`src/rtl/rgbled_pkg.sv`:
```
// rgbled_ctrl shared types: FSM states, colour word, GRB reorder.
package rgbled_pkg;

  typedef enum logic [1:0] {
    IDLE,
    LOAD,
    SEND,
    GAP
  } rgbled_state_e;

  typedef logic [23:0] colour_t;

  function automatic colour_t rgb_to_grb(colour_t c);
    return {c[15:8], c[23:16], c[7:0]};
  endfunction

endpackage

```
`src/rtl/rgbled_ctrl_if.sv`:
```
// Word stream between rgbled_ctrl and the ws281x driver.
interface rgbled_ctrl_if;
  import rgbled_pkg::*;

  logic    go_o;
  colour_t data_o;
  logic    data_valid_o;
  logic    data_last_o;
  logic    data_ack_i;
  logic    idle_i;

  modport master (
    output go_o,
    output data_o,
    output data_valid_o,
    output data_last_o,
    input  data_ack_i,
    input  idle_i
  );

  modport slave (
    input  go_o,
    input  data_o,
    input  data_valid_o,
    input  data_last_o,
    output data_ack_i,
    output idle_i
  );

endinterface

```
`src/rtl/rgbled_ctrl.sv`:
```
// Per-LED colour frame sequencer feeding ws281x_drv:
// shadow/active colour sets, word streaming, latch gap.
module rgbled_ctrl
  import rgbled_pkg::*;
#(
  parameter int NumLeds = 2,
  parameter int ClkFreq = 25_000_000,
  parameter int LatchUs = 80,
  localparam int IdxW = (NumLeds > 1) ? $clog2(NumLeds) : 1
) (
  input  logic            clk_i,
  input  logic            rst_i,
  input  logic            colour_we_i,
  input  logic [IdxW-1:0] colour_idx_i,
  input  colour_t         colour_i,
  input  logic            en_i,
  input  logic            update_i,
  output logic            busy_o,
  rgbled_ctrl_if.master   drv
);

  localparam int LatchCycles = ClkFreq / 1_000_000 * LatchUs;
  localparam int CntW = $clog2(LatchCycles + 1);
  localparam logic [IdxW-1:0] LastIdx = IdxW'(NumLeds - 1);
  localparam logic [CntW-1:0] CntTop = CntW'(LatchCycles - 1);

  rgbled_state_e   state_q, state_d;
  colour_t         shadow_q [NumLeds];
  colour_t         active_q [NumLeds];
  logic [IdxW-1:0] idx_q;
  logic [CntW-1:0] cnt_q;
  logic            pending_q;
  logic            is_last;
  logic            gap_done;
  logic            in_send;

  assign is_last  = (idx_q == LastIdx);
  assign gap_done = drv.idle_i && (cnt_q == CntTop);
  assign in_send  = (state_q == SEND);

  // Outputs decode from state and registers only; ack never reaches them.
  assign busy_o           = (state_q != IDLE);
  assign drv.go_o         = in_send;
  assign drv.data_valid_o = in_send;
  assign drv.data_last_o  = in_send && is_last;
  assign drv.data_o       = in_send ? rgb_to_grb(active_q[idx_q]) : '0;

  always_ff @(posedge clk_i) begin
    if (rst_i) state_q <= IDLE;
    else       state_q <= state_d;
  end

  always_comb begin
    state_d = state_q;
    unique case (state_q)
      IDLE: if (update_i || pending_q) state_d = LOAD;
      LOAD: state_d = SEND;
      SEND: if (drv.data_ack_i && is_last) state_d = GAP;
      GAP:  if (gap_done) state_d = IDLE;
      default: state_d = IDLE;
    endcase
  end

  always_ff @(posedge clk_i) begin
    if (rst_i) begin
      pending_q <= 1'b0;
      idx_q     <= '0;
      cnt_q     <= '0;
      for (int k = 0; k < NumLeds; k++) begin
        shadow_q[k] <= '0;
        active_q[k] <= '0;
      end
    end else begin
      if (colour_we_i && (int'(colour_idx_i) < NumLeds))
        shadow_q[colour_idx_i] <= colour_i;

      // IDLE always consumes a pending request on its way to LOAD.
      if (state_q == IDLE)  pending_q <= 1'b0;
      else if (update_i)    pending_q <= 1'b1;

      unique case (state_q)
        LOAD: begin
          idx_q <= '0;
          for (int k = 0; k < NumLeds; k++)
            active_q[k] <= en_i ? shadow_q[k] : '0;
        end
        SEND: begin
          if (drv.data_ack_i && !is_last) idx_q <= idx_q + 1'b1;
        end
        GAP: begin
          if (!drv.idle_i || gap_done) cnt_q <= '0;
          else                         cnt_q <= cnt_q + 1'b1;
        end
        default: ;
      endcase
    end
  end

endmodule
```
`src/flat_wrapper.sv`:
```
// flat-port wrapper written by rule: the top's interface ports become plain ports
module rgbled_ctrl_flat import rgbled_pkg::*;
#(
  parameter int NumLeds = 2,
  parameter int ClkFreq = 25_000_000,
  parameter int LatchUs = 80,
  localparam int IdxW = (NumLeds > 1) ? $clog2(NumLeds) : 1
)
  (clk_i, rst_i, colour_we_i, colour_idx_i, colour_i, en_i, update_i, busy_o, drv_go_o, drv_data_o, drv_data_valid_o, drv_data_last_o, drv_data_ack_i, drv_idle_i);
  rgbled_ctrl_if drv_i ();
  input  logic clk_i;
  input  logic rst_i;
  input  logic colour_we_i;
  input  logic [IdxW-1:0] colour_idx_i;
  input  colour_t colour_i;
  input  logic en_i;
  input  logic update_i;
  output logic busy_o;
  output wire logic [$bits(drv_i.go_o)-1:0] drv_go_o;
  output wire logic [$bits(drv_i.data_o)-1:0] drv_data_o;
  output wire logic [$bits(drv_i.data_valid_o)-1:0] drv_data_valid_o;
  output wire logic [$bits(drv_i.data_last_o)-1:0] drv_data_last_o;
  input wire logic [$bits(drv_i.data_ack_i)-1:0] drv_data_ack_i;
  input wire logic [$bits(drv_i.idle_i)-1:0] drv_idle_i;
  assign drv_go_o = drv_i.go_o;
  assign drv_data_o = drv_i.data_o;
  assign drv_data_valid_o = drv_i.data_valid_o;
  assign drv_data_last_o = drv_i.data_last_o;
  assign drv_i.data_ack_i = drv_data_ack_i;
  assign drv_i.idle_i = drv_idle_i;
  rgbled_ctrl #(.NumLeds(NumLeds), .ClkFreq(ClkFreq), .LatchUs(LatchUs)) u_core (.clk_i(clk_i), .rst_i(rst_i), .colour_we_i(colour_we_i), .colour_idx_i(colour_idx_i), .colour_i(colour_i), .en_i(en_i), .update_i(update_i), .busy_o(busy_o), .drv(drv_i));
endmodule
```
`config.mk`:
```
export PLATFORM = sky130hd
export DESIGN_NAME = rgbled_ctrl_flat
export DESIGN_NICKNAME = d
export VERILOG_FILES = /design/src/rtl/rgbled_pkg.sv /design/src/rtl/rgbled_ctrl_if.sv /design/src/rtl/rgbled_ctrl.sv /design/src/flat_wrapper.sv
export SDC_FILE = /design/constraint.sdc
export NUM_CORES = 1
export LEC_CHECK = 0
export CAP_MARGIN = 10
export CORE_MARGIN = 5
export CORE_UTILIZATION = 31
export CTS_CLUSTER_SIZE = 20
export DETAILED_ROUTE_END_ITERATION = 10
export SLEW_MARGIN = 10
export SYNTH_ARGS = -nofsm -noshare
export SYNTH_HDL_FRONTEND = slang
export SYNTH_SLANG_ARGS = --single-unit
```
`constraint.sdc`:
```
create_clock -name clk_i -period 2.13 [get_ports clk_i]
set_input_delay 0.426 -clock clk_i [delete_from_list [all_inputs] [get_ports clk_i]]
set_output_delay 0.426 -clock clk_i [all_outputs]
set_load 0.02 [all_outputs]
```
==> results.py, run 1 <==
metrics = {
    "run_status": {
        "status": "finished clean",
    },
    "drt": {
        "vias": 2678,
        "vias_per_cell": 4.20,
        "drcViolationCount": 0,
        "drt_wl_total_um": 8610,
        "antenna_left": 0,
        "wire_per_inst_um": 13.5,
        "drtIter0Drc": 154,
        "firstDrtPassIters": 4,
    },
    "final_layout": {
        "syn2layout_area_growth_pct": 23.0,
        "multi_input_area_um2": 1570,
        "mostFrequentLayoutCells": "and2_1 (98), edfxtp_1 (96), clkdlybuf4s50_1 (31)",
        "num-nets-final": 461,
        "final_cells": 638,
        "final_area_um2": 5970,
        "layout-drive-gt1-share": 0.152,
        "n_antenna_cell": 0,
        "final_common_cell": "and2_1",
        "fillers": 1442,
        "final_core_util": 0.391,
        "seqCellArea_um2": 3200,
    },
    "worst_setup_path": {
        "r2r_slack_ns": 0.22,
        "critPathLaunchType": "register",
        "crit_required_ns": 1.70,
        "r2r-start": "u_core.state_q[0]$_SDFFE_PP0P_",
        "arrival_ns": 1.59,
        "path_max_fanout": 21,
        "rr_worst_depth": 5,
        "worst_setup_path_end_kind": "output pin",
        "r2r_end": "u_core.active_q[0][11]$_SDFFCE_PN0P_",
        "crit_type": "register to output pin",
    },
    "synth": {
        "synth-compound-area-share": 0.0121,
        "synthXorXnorAreaFrac": 0.0181,
        "synth.mux.area_fraction": 0.0557,
        "async_flop_share": 0,
        "avgSynthCellArea_um2": 13.6,
        "synth_top_family_by_area": "simple AND/OR/NAND/NOR gates",
        "yosysSeqAreaShare": 0.660,
        "syn_nets": 396,
        "synth-seq-cells": 112,
        "synth-simple-area-share": 0.216,
        "synth_ff_type": "edfxtp_1",
        "yosys.area_share.adder": 0.0155,
        "synth_edf_count": 96,
        "yosysWarnings": 0,
        "syn_area_um2": 4850,
        "synth_cell_types": 35,
        "syn_inst": 358,
    },
    "hold_path": {
        "hold_depth": 2,
        "whs_endpoint": "u_core.pending_q$_SDFFE_PP0P_",
        "hp-class": "register to register",
        "hp-start": "u_core.pending_q$_SDFFE_PP0P_",
    },
    "pwr": {
        "p_leak_uw": 0.00218,
        "power-per-cell-area_nw_per_um2": 915,
        "vdd_drop_max_mv": 0.366,
        "fin_total_pwr_uw": 5460,
    },
    "timing": {
        "post-route-period-util": 0.945,
        "worstMarginPinSlew_ns": 0.822,
        "max_freq_mhz": 497,
        "rsz0062_at_grt": "no",
        "setup-violations-final": 0,
        "hold_viol_final": 0,
        "slew_headroom": 0.451,
        "maxSlewViolCount": 0,
        "min_period_ns": 2.01,
        "skew_ns": 0.00906,
    },
    "grt": {
        "gr-usage-all-layers": 0.101,
        "grt_pass1_wl_um": 14100,
        "grt.met3_usage": 0.0283,
        "grt_max_degree": 49,
        "antenna_found_initial": 0,
        "overflow": 0,
        "use_met1": 0.108,
        "grt_pass1_vias": 2794,
        "use_met2": 0.181,
        "grt-busiest-layer": "met2",
    },
    "place": {
        "detailed_place_hpwl_um": 5630,
        "gp_congestion": 0.705,
        "io_buffers": 59,
        "placed_cell_area_um2": 5770,
        "post-place-cells": 622,
    },
    "clocking": {
        "clk_pin_slew_worst_paths_ns": 0.07,
        "cts_tree": "yes",
        "clkSinkCount": 112,
        "clockBufferDepth": 2,
        "cts_setup_buffers": 0,
        "h-tree-depth": 3,
        "cts_buffers": 9,
        "clock_latency_ns": 0.34,
        "root_buffer": "clkbuf_16",
    },
    "floorplan": {
        "row_count": 45,
        "die_area_um2": 18300,
        "coreArea_um2": 15300,
        "start_util": 0.318,
        "num_io_pins": 60,
        "die_w_um": 135,
        "dieHeight_um": 135,
    },
    "job": {
        "maxCapViolations": 0,
    },
}
report_power, final:
group	internal, uW	leakage, uW	switching [uW]	total, uW
Sequential	2760	0.00111	89.5	2850
Combinational	429	0.000934	537	966
Clock	918	0.000137	725	1640
Total	4110	0.00218	1350	5460
timing repair:
item	in CTS	in global routing
pin swaps	1	0
gates resized for setup	32	50
gates cloned	1	0
endpoints found under the setup margin	34	46
hold buffers	0	0
synth_stat cells (2+ instances only):
library cell	instances	area, um^2
nor2b_1	25	156
xnor2_1	4	35.0
and2_1	98	613
buf_2	5	25.0
nor2_1	18	67.6
nand4_1	6	37.5
and4_1	2	17.5
dfxtp_1	16	320
nand2_1	8	30.0
nor3_1	3	15.0
clkbuf_1	10	37.5
xor2_1	6	52.6
clkbuf_2	2	10.0
edfxtp_1	96	2880
o311ai_2	2	32.5
ha_1	6	75.1
nor3b_2	2	25.0
mux2i_1	27	270
or2_2	3	18.8
inv_1	4	15.0
cell type report:
cell class | count | area share
well taps | 211 | 0.0442
repair buffers | 73 | 0.104
clock buffers | 10 | 0.0384
multi-input cells | 223 | 0.263
inverters | 4 | 0.00252
flip-flops and latches | 112 | 0.537
clock inverters | 5 | 0.0109
layer usage:
layer  vias to the layer above  routed length, um
met1                      1260               3480
met5                         -                  0
met3                        15                328
met4                         0                234
met2                        41               4560
li1                       1362                  -
registers in the layout, indices dropped and copies added, names as in the netlist, named ones only:
register          count
u_core.active_q      48
u_core.shadow_q      48
u_core.cnt_q         11
u_core.state_q        2
u_core.idx_q          1
u_core.pending_q      1
worst max path at each step:
stage / start / to / slack, ns / cells past startpoint
after floorplan: u_core.state_q[0]$_SDFFE_PP0P_ / drv_data_o[13] / 0.13 / 5
after global placement: en_i / u_core.active_q[1][11]$_SDFFCE_PN0P_ / -0.26 / 4
after detailed placement: rst_i / u_core.active_q[0][11]$_SDFFCE_PN0P_ / -0.34 / 4
after CTS: u_core.state_q[1]$_SDFFE_PP0P_ / drv_data_o[21] / 0.01 / 5
after global routing: u_core.state_q[0]$_SDFFE_PP0P_ / drv_data_o[17] / 0.001 / 5
final: u_core.state_q[1]$_SDFFE_PP0P_ / drv_data_o[17] / 0.12 / 5
metrics by stage:
step | setup TNS [ns] | hold WS (ns) | worst slack, ns
floorplan | 0 | 0.472 | 0.126
global placement | -9.06 | 0.493 | -0.258
detailed placement | -12.58 | 0.499 | -0.335
CTS | 0 | 0.519 | 0.0115
global route | 0 | 0.537 | 0.00105
finish | 0 | 0.513 | 0.117
worst max-delay path, stage by stage, from the launching register on:
cell	delay, ns
dfxtp_1	0.33
buf_4	0.12
ha_1	0.20
buf_12	0.16
nor2b_2	0.16
clkdlybuf4s15_2	0.27
cells by family after synthesis:
group / count (synthesis)
XOR/XNOR: 10
buffers and inverters: 24
AND/OR/NAND/NOR: 173
adder cells (fa/ha/maj): 6
multiplexers: 27
flip-flops: 112
AO/OA/AOI/OAI: 6
Power figures use the tool's default switching activity.
==> run 2: changes to the inputs <==
--- a/config.mk
+++ b/config.mk
@@ -6,11 +6,12 @@
 export NUM_CORES = 1
 export LEC_CHECK = 0
 export CAP_MARGIN = 10
+export CORE_ASPECT_RATIO = 1.4
 export CORE_MARGIN = 5
 export CORE_UTILIZATION = 31
 export CTS_CLUSTER_SIZE = 20
 export DETAILED_ROUTE_END_ITERATION = 10
-export SLEW_MARGIN = 10
+export SLEW_MARGIN = 5
 export SYNTH_ARGS = -nofsm -noshare
 export SYNTH_HDL_FRONTEND = slang
 export SYNTH_SLANG_ARGS = --single-unit
==> run 2 against run 1 <==
Flip-flop and latch count stayed put. Sequential power hardly changed. Global-route usage is 0.16 points lower. Non-clock buffer count unchanged. Critical path depth is 1 lower. Count of clock-buffer cells in the layout rose by 3. Largest cell class unchanged. Highest routed layer unchanged.
==> results.py, run 2 (synthesis gave the netlist of run 1 again) <==
metrics = {
    "run_status": {
        "status": "finished clean",
    },
    "grt": {
        "grt_pass1_vias": 2788,
        "gr-usage-all-layers": 0.0991,
        "grt_pass1_wl_um": 13800,
        "antenna_found_initial": 0,
        "overflow": 0,
        "grt_max_degree": 49,
    },
    "worst_setup_path": {
        "worst_setup_path_end_kind": "output pin",
        "slowest_delay_ns": 0.38,
        "critPathLaunchType": "register",
        "cp_cell_sequence": "ha_1 > buf_6 > nor2b_1 > dlygate4sd2_1",
        "worst-path-buf-inv": 2,
        "cp_slowest_cell": "dfxtp_1",
        "crit_required_ns": 1.70,
        "path_max_fanout": 23,
        "crit_type": "register to output pin",
        "r2r_slack_ns": 0.40,
        "r2r-start": "u_core.state_q[0]$_SDFFE_PP0P_",
        "arrival_ns": 1.59,
        "critical-path-top-delay-family": "buffers and inverters",
        "rr_worst_depth": 6,
        "r2r_end": "u_core.state_q[0]$_SDFFE_PP0P_",
    },
    "clocking": {
        "cts_setup_buffers": 0,
        "h-tree-depth": 3,
        "clk_pin_slew_worst_paths_ns": 0.07,
        "cts_tree": "yes",
        "root_buffer": "clkbuf_16",
        "clkSinkCount": 112,
        "clock_latency_ns": 0.33,
        "clockBufferDepth": 2,
        "cts_buffers": 9,
    },
    "pwr": {
        "power_frac_clock": 0.285,
        "power-per-cell-area_nw_per_um2": 887,
        "p_int_uw": 4020,
        "seqPwrFrac": 0.536,
        "comb_power_share": 0.178,
        "p_leak_uw": 0.00221,
        "p_switching_uw": 1300,
        "swShare": 0.245,
        "vdd_drop_max_mv": 0.364,
    },
    "place": {
        "io_buffers": 59,
        "placed_cell_area_um2": 5760,
        "gp_congestion": 0.727,
        "detailed_place_hpwl_um": 5830,
    },
    "drt": {
        "vias": 2682,
        "vias_per_cell": 4.30,
        "firstDrtPassIters": 4,
        "drtIter0Drc": 123,
        "wire_per_inst_um": 13.7,
        "antenna_left": 0,
        "drt_wl_total_um": 8510,
        "drcViolationCount": 0,
    },
    "final_layout": {
        "n_antenna_cell": 0,
        "final_core_util": 0.387,
        "reg_top3": "u_core.active_q (48), u_core.shadow_q (48), u_core.cnt_q (11)",
        "syn2layout_area_growth_pct": 23.5,
        "final_common_cell": "and2_1",
        "mostFrequentLayoutCells": "and2_1 (98), edfxtp_1 (96), clkdlybuf4s50_1 (31)",
        "layout-drive-gt1-share": 0.0984,
        "fillers": 1455,
        "final_area_um2": 5990,
        "num-nets-final": 460,
    },
    "timing": {
        "maxSlewViolCount": 0,
        "hold_viol_final": 0,
        "worstMarginPinSlew_ns": 0.653,
        "rsz0062_at_grt": "no",
        "max_freq_mhz": 495,
        "min_period_ns": 2.02,
        "setup_tns_ns": 0,
        "post-route-period-util": 0.948,
        "setup-violations-final": 0,
        "skew_ns": 0.00784,
        "slew_headroom": 0.565,
    },
    "floorplan": {
        "start_util": 0.314,
        "row_count": 54,
        "num_io_pins": 60,
        "coreArea_um2": 15500,
        "die_w_um": 116,
        "dieHeight_um": 158,
        "die_area_um2": 18300,
    },
    "hold_path": {
        "hold_depth": 2,
        "hp-class": "register to register",
        "whs_endpoint": "u_core.pending_q$_SDFFE_PP0P_",
        "hp-start": "u_core.pending_q$_SDFFE_PP0P_",
    },
    "job": {
        "maxCapViolations": 0,
    },
}
==> run 2: worst max path at each step <==
stage	startpoint	to	slack [ns]	depth (start not counted)
floorplan	u_core.state_q[0]$_SDFFE_PP0P_	drv_data_o[13]	0.13	5
global placement	colour_idx_i	u_core.shadow_q[1][21]$_SDFFCE_PN0P_	0.11	3
detailed placement	u_core.state_q[1]$_SDFFE_PP0P_	drv_data_o[7]	0.07	4
CTS	u_core.state_q[1]$_SDFFE_PP0P_	drv_data_o[16]	0.0006	4
global route	u_core.state_q[0]$_SDFFE_PP0P_	drv_data_o[14]	0.0007	5
finish	u_core.state_q[1]$_SDFFE_PP0P_	drv_data_o[19]	0.11	4
==> run 2: final cells by class <==
class                      count  area (um^2)  share of cell area
clock buffer                  13          250              0.0418
clock inverter                 3         18.8             0.00313
tap                          196          245              0.0409
sequential                   112         3200               0.535
timing repair buffer          73          708               0.118
multi-input combinational    222         1550               0.259
inverter                       4         15.0             0.00251
==> run 2: worst register-to-register path, stage by stage (launching register included) <==
cell      delay, ns
dfxtp_1        0.33
inv_1          0.06
ha_1           0.22
buf_6          0.17
a22oi_1        0.39
mux2i_1        0.31
o311ai_2       0.13
==> run 2: power by group through the flow <==
stage	sequential (uW)	combinational (uW)	clock (uW)
2_1_floorplan	2880	608	0
3_3_place_gp	2890	997	0
3_5_place_dp	2900	1010	0
4_1_cts	2860	977	1560
5_1_grt	2880	1050	1660
6_report	2850	948	1520
==> run 2: through the flow <==
stage | total power [uW] | setup slack (ns) | hold slack (ns) | instances
floorplan | 3480 | 0.126 | 0.472 | 358
global placement | 3890 | 0.109 | 0.490 | 607
detailed placement | 3920 | 0.0695 | 0.499 | 607
CTS | 5390 | 0.000584 | 0.515 | 623
global route | 5590 | 0.000697 | 0.535 | 623
finish | 5320 | 0.111 | 0.505 | 623
==> run 2: what timing repair did <==
action	in CTS	in global routing
hold buffers	0	0
resized for setup	29	20
endpoints found under the setup margin	28	15
hold endpoints to repair	0	0
==> run 2: per-layer routing <==
layer  track usage  wire length (um)  share of wire
met5             0                 0              0
met4        0.0348               124          0.015
met3        0.0233               326          0.038
met2         0.189              4750           0.56
met1         0.105              3310           0.39
==> run 3: changes to the inputs <==
--- a/config.mk
+++ b/config.mk
@@ -6,7 +6,7 @@
 export NUM_CORES = 1
 export LEC_CHECK = 0
 export CAP_MARGIN = 10
-export CORE_ASPECT_RATIO = 1.4
+export CORE_ASPECT_RATIO = 1.1
 export CORE_MARGIN = 5
 export CORE_UTILIZATION = 31
 export CTS_CLUSTER_SIZE = 20
==> run 3 against run 2 <==
Combinational power down 0.6%. Register-to-register slack lost 0.05 ns. Global-route usage decreased by 0.69 points. Die area shrank 0.18%. Power fell by 0.16%. Final cell count up 0.48%. Critical path type unchanged. Largest power group unchanged.
==> results.py, run 3 (synthesis gave the netlist of run 1 again) <==
metrics = {
    "run_status": {
        "status": "finished clean",
    },
    "drt": {
        "wire_per_inst_um": 12.9,
        "drt_wl_total_um": 8100,
        "drtIter0Drc": 102,
        "vias": 2638,
        "vias_per_cell": 4.21,
        "antenna_left": 0,
        "drcViolationCount": 0,
        "firstDrtPassIters": 4,
    },
    "timing": {
        "hold_viol_final": 0,
        "setup-violations-final": 0,
        "skew_ns": 0.0103,
        "post-route-period-util": 0.951,
        "slew_headroom": 0.574,
        "min_period_ns": 2.02,
        "setup_tns_ns": 0,
        "worstMarginPinSlew_ns": 0.639,
        "maxSlewViolCount": 0,
        "hold_ws_ns": 0.515,
        "rsz0062_at_grt": "no",
        "max_freq_mhz": 494,
        "setup_slack_ns": 0.105,
    },
    "worst_setup_path": {
        "crit_type": "register to output pin",
        "path_max_fanout": 5,
        "critical-path-top-delay-family": "flip-flops",
        "cp_slowest_cell": "dfxtp_1",
        "cp_cell_sequence": "ha_4 > buf_4 > nor2b_1 > clkdlybuf4s15_2",
        "critPathLaunchType": "register",
        "crit_required_ns": 1.70,
        "worst_setup_path_end_kind": "output pin",
        "slowest_delay_ns": 0.43,
        "worst-path-buf-inv": 2,
        "arrival_ns": 1.60,
    },
    "clocking": {
        "cts_buffers": 9,
        "h-tree-depth": 3,
        "clock_latency_ns": 0.34,
        "clkSinkCount": 112,
        "clockBufferDepth": 2,
        "root_buffer": "clkbuf_16",
        "clk_pin_slew_worst_paths_ns": 0.07,
        "cts_tree": "yes",
    },
    "job": {
        "maxCapViolations": 0,
    },
    "pwr": {
        "power-per-cell-area_nw_per_um2": 890,
        "vdd_drop_max_mv": 0.355,
        "p_leak_uw": 0.00217,
    },
    "grt": {
        "grt_pass1_wl_um": 12900,
        "grt_max_degree": 49,
        "overflow": 0,
        "antenna_found_initial": 0,
        "grt_pass1_vias": 2735,
        "gr-usage-all-layers": 0.0922,
    },
    "floorplan": {
        "row_count": 48,
        "die_area_um2": 18300,
        "die_w_um": 129,
        "dieHeight_um": 141,
        "coreArea_um2": 15600,
        "start_util": 0.312,
        "num_io_pins": 60,
    },
    "final_layout": {
        "reg_top3": "u_core.active_q (48), u_core.shadow_q (48), u_core.cnt_q (11)",
        "multi_input_area_um2": 1570,
        "final_area_um2": 5970,
        "fillers": 1444,
        "n_antenna_cell": 0,
        "layout-drive-gt1-share": 0.150,
        "seqCellArea_um2": 3200,
        "final_common_cell": "and2_1",
        "mostFrequentLayoutCells": "and2_1 (98), edfxtp_1 (96), clkdlybuf4s50_1 (31)",
        "num-nets-final": 459,
        "syn2layout_area_growth_pct": 22.9,
    },
    "place": {
        "post-place-ws_ns": 0.0417,
        "placed_cell_area_um2": 5770,
        "detailed_place_hpwl_um": 5470,
        "io_buffers": 59,
        "gp_congestion": 0.690,
    },
    "hold_path": {
        "hp-class": "register to register",
    },
}
[run 3: changes by cell type in the layout (fill, tap and decap cells not counted), sizes merged, moves of 2 or more]
| cell | change |
|---|---|
| dlygate4sd2 | -8 |
| clkbuf | +7 |
| clkdlybuf4s15 | -5 |
| clkinvlp | +2 |
[run 3: power breakdown]
group	switching, uW	total (uW)	internal, uW
Combinational	516	942	427
Clock	727	1520	790
Sequential	86.4	2850	2760
Total	1330	5310	3980
[run 3: path summary, 6_finish.rpt]
kind | startpoint | endpoint | slack (ns) | cells past startpoint
setup / recovery | u_core.state_q[1]$_SDFFE_PP0P_ | drv_data_o[20] | 0.11 | 4
hold / removal | u_core.shadow_q[0][19]$_SDFFCE_PN0P_ | u_core.active_q[0][19]$_SDFFCE_PN0P_ | 0.51 | 1
setup reg to reg | u_core.state_q[1]$_SDFFE_PP0P_ | u_core.cnt_q[9]$_SDFFE_PP0P_ | 0.35 | 5
hold reg to reg | u_core.shadow_q[0][19]$_SDFFCE_PN0P_ | u_core.active_q[0][19]$_SDFFCE_PN0P_ | 0.51 | 1
[run 3: final cells by class]
cell class	count	area share
clock buffer	9	0.0378
multi-input combinational	222	0.262
tap	200	0.0419
inverter	4	0.00252
clock inverter	7	0.00776
timing repair buffer	72	0.111
sequential	112	0.537
[run 3: worst reg2reg max path, delay by kind of cell, from the launching register on]
family | cells | cell delay [ns]
AND/OR/NAND/NOR | 3 | 0.65
flip-flops | 1 | 0.43
adder cells (fa/ha/maj) | 1 | 0.43
XOR/XNOR | 1 | 0.15
[run 3: timing repair]
item	4_1_cts	5_1_grt
hold buffers	0	0
gates cloned	0	0
buffers inserted	0	0
setup endpoints to repair	28	25
resized for setup	41	40
hold endpoints to repair	0	0
[run 3: per-stage QoR]
stage	std cells	utilization	power, uW
CTS	626	0.387	5370
floorplan	358	-	3480
detailed placement	610	0.371	3890
finish	626	0.384	5310
global placement	610	0.371	3870
global route	626	0.384	5560
[run 3: metal layers]
| layer | part of all wire | GRT usage | vias to the layer above | wire length, um |
|---|---|---|---|---|
| met1 | 0.37 | 0.0904 | 1213 | 2990 |
| met5 | 0 | 0 | - | 0 |
| met3 | 0.057 | 0.0307 | 14 | 460 |
| li1 | - | - | 1356 | - |
| met2 | 0.55 | 0.175 | 55 | 4490 |
| met4 | 0.019 | 0.0365 | 0 | 151 |
